[src/rtl/alu_seq.sv]
// Single-operation command sequencer in front of the alu block: accepts a request, issues it,
// waits for alu_ack (with timeout) and returns result, flags and an error bit.
module alu_seq #(
    parameter int unsigned TIMEOUT  = 16,
    parameter logic [8:0]  IDLE_SEL = 9'h100
) (
    input  logic        clk,
    input  logic        rst,
    input  logic        req_valid,
    output logic        req_ready,
    input  logic [31:0] req_a,
    input  logic [31:0] req_b,
    input  logic [8:0]  req_fnct,
    output logic        rsp_valid,
    input  logic        rsp_ready,
    output logic [31:0] rsp_data,
    output logic [3:0]  rsp_flags,
    output logic        rsp_err,
    output logic [31:0] alu_inp_a,
    output logic [31:0] alu_inp_b,
    output logic [8:0]  alu_fnct_sel,
    input  logic [31:0] alu_out,
    input  logic        alu_cf,
    input  logic        alu_nf,
    input  logic        alu_zf,
    input  logic        alu_vf,
    input  logic        alu_ack,
    output logic        stray_ack
);

    localparam int unsigned TimerW = $clog2(TIMEOUT);

    typedef enum logic [1:0] {StIdle, StWait, StResp} state_e;

    state_e              state_q;
    logic [TimerW-1:0]   timer_q;

    assign req_ready = (state_q == StIdle);

    always_ff @(posedge clk) begin
        if (rst) begin
            state_q      <= StIdle;
            timer_q      <= '0;
            rsp_valid    <= 1'b0;
            rsp_data     <= '0;
            rsp_flags    <= '0;
            rsp_err      <= 1'b0;
            alu_inp_a    <= '0;
            alu_inp_b    <= '0;
            alu_fnct_sel <= IDLE_SEL;
            stray_ack    <= 1'b0;
        end else begin
            // An ack with nothing in flight is only recorded, never turned into a response.
            if (alu_ack && state_q != StWait) begin
                stray_ack <= 1'b1;
            end

            unique case (state_q)
                StIdle: begin
                    if (req_valid) begin
                        if (req_fnct != IDLE_SEL) begin
                            alu_inp_a    <= req_a;
                            alu_inp_b    <= req_b;
                            alu_fnct_sel <= req_fnct;
                            timer_q      <= '0;
                            state_q      <= StWait;
                        end else begin
                            rsp_err   <= 1'b1;
                            rsp_data  <= '0;
                            rsp_flags <= '0;
                            rsp_valid <= 1'b1;
                            state_q   <= StResp;
                        end
                    end
                end
                StWait: begin
                    // Ack takes priority over a coincident timeout.
                    if (alu_ack) begin
                        rsp_data     <= alu_out;
                        rsp_flags    <= {alu_cf, alu_nf, alu_zf, alu_vf};
                        rsp_err      <= 1'b0;
                        rsp_valid    <= 1'b1;
                        alu_fnct_sel <= IDLE_SEL;
                        state_q      <= StResp;
                    end else if (timer_q == TimerW'(TIMEOUT - 1)) begin
                        rsp_data     <= '0;
                        rsp_flags    <= '0;
                        rsp_err      <= 1'b1;
                        rsp_valid    <= 1'b1;
                        alu_fnct_sel <= IDLE_SEL;
                        state_q      <= StResp;
                    end else begin
                        timer_q <= timer_q + 1'b1;
                    end
                end
                StResp: begin
                    if (rsp_ready) begin
                        rsp_valid <= 1'b0;
                        state_q   <= StIdle;
                    end
                end
                default: begin
                    state_q <= StIdle;
                end
            endcase
        end
    end

endmodule

[config.mk]
export PLATFORM = sky130hd
export DESIGN_NAME = alu_seq
export DESIGN_NICKNAME = d
export VERILOG_FILES = /design/src/rtl/alu_seq.sv
export SDC_FILE = /design/constraint.sdc
export NUM_CORES = 1
export LEC_CHECK = 0
export CORE_AREA = 2 2 168 88
export CTS_CLUSTER_DIAMETER = 120
export CTS_CLUSTER_SIZE = 12
export DETAILED_ROUTE_END_ITERATION = 7
export DIE_AREA = 0 0 170 90
export PLACE_DENSITY = 0.63
export SLEW_MARGIN = 20
export SYNTH_ARGS = -nofsm -noshare
export SYNTH_HDL_FRONTEND = slang
export SYNTH_SLANG_ARGS = --single-unit
export TNS_END_PERCENT = 10
[constraint.sdc]
create_clock -name clk -period 2 [get_ports clk]
set_input_delay 0.4 -clock clk [delete_from_list [all_inputs] [get_ports clk]]
set_output_delay 0.4 -clock clk [all_outputs]
set_load 0.03 [all_outputs]
==> flow_summary.yaml <==
outcome:
  status: "completed"
worst_hold_path:
  hp-class: "input port to register"
  worstHoldPathCells: 2
  min_from: "rst"
  hold_end: "timer_q[2]"
route:
  routed_wl_um: 13000
  vias_per_cell: 4.59
  drt_iter0_drc: 162
  drcViolationCount: 0
  ant_nets: 0
  firstDrtPassIters: 4
  vias: 3976
  wire_per_inst_um: 15.0
sta:
  fin_skew_ns: 0.00901
  rsz0062_at_grt: "false"
  clock.fmax_mhz: 523
  drv_slew: 0
  finalHoldViolations: 0
  slew_headroom_pct: 69.4
  fin_crit_sh_pct: 95.6
  setup_viol: 0
  setup_slack_ns: 0.0870
  min_period_ns: 1.91
  tightest_slew_ns: 0.453
setup_path:
  crit_fanout: 31
  cp.required_ns: 2.31
  r2r_end: "alu_fnct_sel[1]"
  start_kind: "input port"
  crit_arrival_ns: 2.23
  reg2reg_from: "timer_q[0]"
  reg2reg_depth: 6
  rrSetupSlack_ns: 0.28
  criticalPathCategory: "input port to register"
  cp-end-kind: "register"
die:
  dieHeight_um: 90
  io_pins: 227
  initial_core_util_pct: 29.1
  die_area_um2: 15300
  core_area_um2: 14000
  placement_rows: 31
  chipWidth_um: 170
global_routing:
  antenna_found_initial: 0
  grt_pass1_vias: 4023
  grt_max_degree: 37
  grt_usage_pct: 17.2
  gr-total-overflow: 0
  grt_pass1_wl_um: 20800
place:
  routabilityCongestion: 0.786
  place_ws_ns: -0.380
  placed_area_um2: 6610
  dpl.hpwl_um: 9260
  numPortBuffers: 226
clock_tree:
  cts-hold-fix-buffers: 0
  cts_buffers: 17
  path_clk_slew_ns: 0.06
  cts-root-buf: "clkbuf_16"
  cts.path.max_buffers: 2
  htreeDepth: 4
  tritoncts_num_sinks: 118
  cts_tree: "done"
  post_cts_buffers: 0
  clkLatencyLatePin_ns: 0.40
yosys:
  synthDistinctLibCells: 36
  syn_nets: 552
  yosys-top-cells-area: "dfxtp_1 (58%), nand2_1 (12%), a22o_1 (9.5%)"
  ys_seq_area_share_pct: 58.1
  ys_ff_latch: 118
  synth_top_flop_cell: "dfxtp_1"
  netlist_area_um2: 4060
  synth_top_area_cell: "dfxtp_1"
  async_reset_ff_share_pct: 0
  syn_avg_cell_area_um2: 9.30
  synth_edf_count: 0
  netlist.area_leader.share_pct: 58.1
  synth_warnings: 0
  netlist_instances: 437
layout:
  areaGrowthSynthToFinish_pct: 78.2
  drive_above_1_share_pct: 9.33
  seqCellArea_um2: 2360
  fill_cells: 1268
  final_nets: 788
  fin_area_um2: 7240
  layout_commonest_cell: "clkdlybuf4s50_1"
  antenna_cells: 0
  postLayoutCoreUtil_pct: 51.9
  multi_input_area_um2: 1540
  mostFrequentLayoutCells: "clkdlybuf4s50_1 (224), nand2_1 (129), dfxtp_1 (118)"
pwr:
  leakage_uw: 0.00273
  ir_drop_mv: 0.458
  cellPowerDensity_nw_per_um2: 967
run:
  max-cap-violations: 0
==> stage by stage <==
stage	setup TNS, ns	std cells	hold slack (ns)	power [uW]
3_3_place_gp	-26.65	835	0.442	3840
4_1_cts	0	867	0.341	7130
3_5_place_dp	-29.83	835	0.449	3870
6_report	0	867	0.358	7000
5_1_grt	0	867	0.358	7320
2_1_floorplan	0	437	0.461	3220
==> cell type report <==
type                            count  area share [%]
Multi-Input combinational cell    286            21.2
Tap cell                          181            3.13
Clock buffer                       19            6.26
Timing Repair Buffer              247            34.3
Sequential cell                   118            32.6
Clock inverter                     13            2.33
Inverter                            3           0.156
==> cell usage after synthesis (all sizes together) (2+ instances only) <==
library cell and n:
nand2b 2, nor2 8, mux2 2, buf 9, o31ai 2, inv 3
or3 2, nand3 5, a21oi 70, nor3 3, a32oi 2, nand2 129
clkbuf 21, a22o 44, dfxtp 118
==> how the worst max path moves through the flow <==
stage,start,to,depth (start not counted)
finish,req_fnct[4],alu_inp_a[21],6
global route,req_fnct[4],alu_inp_b[19],7
global placement,req_fnct[4],alu_inp_a[26],6
detailed placement,req_fnct[4],alu_inp_a[21],6
floorplan,req_fnct[4],alu_fnct_sel[0],4
CTS,req_fnct[4],alu_inp_a[21],6
==> logic make-up (layout without fill, tap and decap cells) <==
logic type                 Yosys count  in the layout  synth area share [%]
adders and majority gates            1              1                 0.308
muxes                                2              2                 0.554
buffers and inverters               33            282                  4.37
AOI/OAI and AO/OA                  124            124                  20.3
DFF                                118            118                  58.1
and+or+nand+nor                    159            159                  16.3
==> flip-flops by register name, indices dropped and copies added, names as in the netlist <==
signal and count:
alu_fnct_sel 9, alu_inp_a 32, alu_inp_b 32, rsp_data 32
rsp_err 1, rsp_flags 4, rsp_valid 1, state_q 2
stray_ack 1, timer_q 4
==> per-layer routing <==
metal / global-route usage (%) / share of wire, %
met4: 4.34 / 0.59
met1: 21.7 / 45
met2: 25.9 / 44
met5: 0 / 0
met3: 8.89 / 11
==> critical path, cell delays in order <==
cell             delay, ns
clkdlybuf4s50_1       0.43
or4_4                 0.56
o31ai_4               0.28
buf_6                 0.27
nand2_1               0.08
a21oi_1               0.19
==> report_power, final <==
part | switching (uW) | total [uW] | internal, uW
Sequential | 81.7 | 2580 | 2500
Combinational | 640 | 1230 | 593
Clock | 1150 | 3190 | 2040
==> repair_timing <==
action / CTS / global route
setup endpoints to repair: 1 / 6
resized for setup: 1 / 2
hold endpoints to repair: 0 / 0
Power figures use the tool's default switching activity.
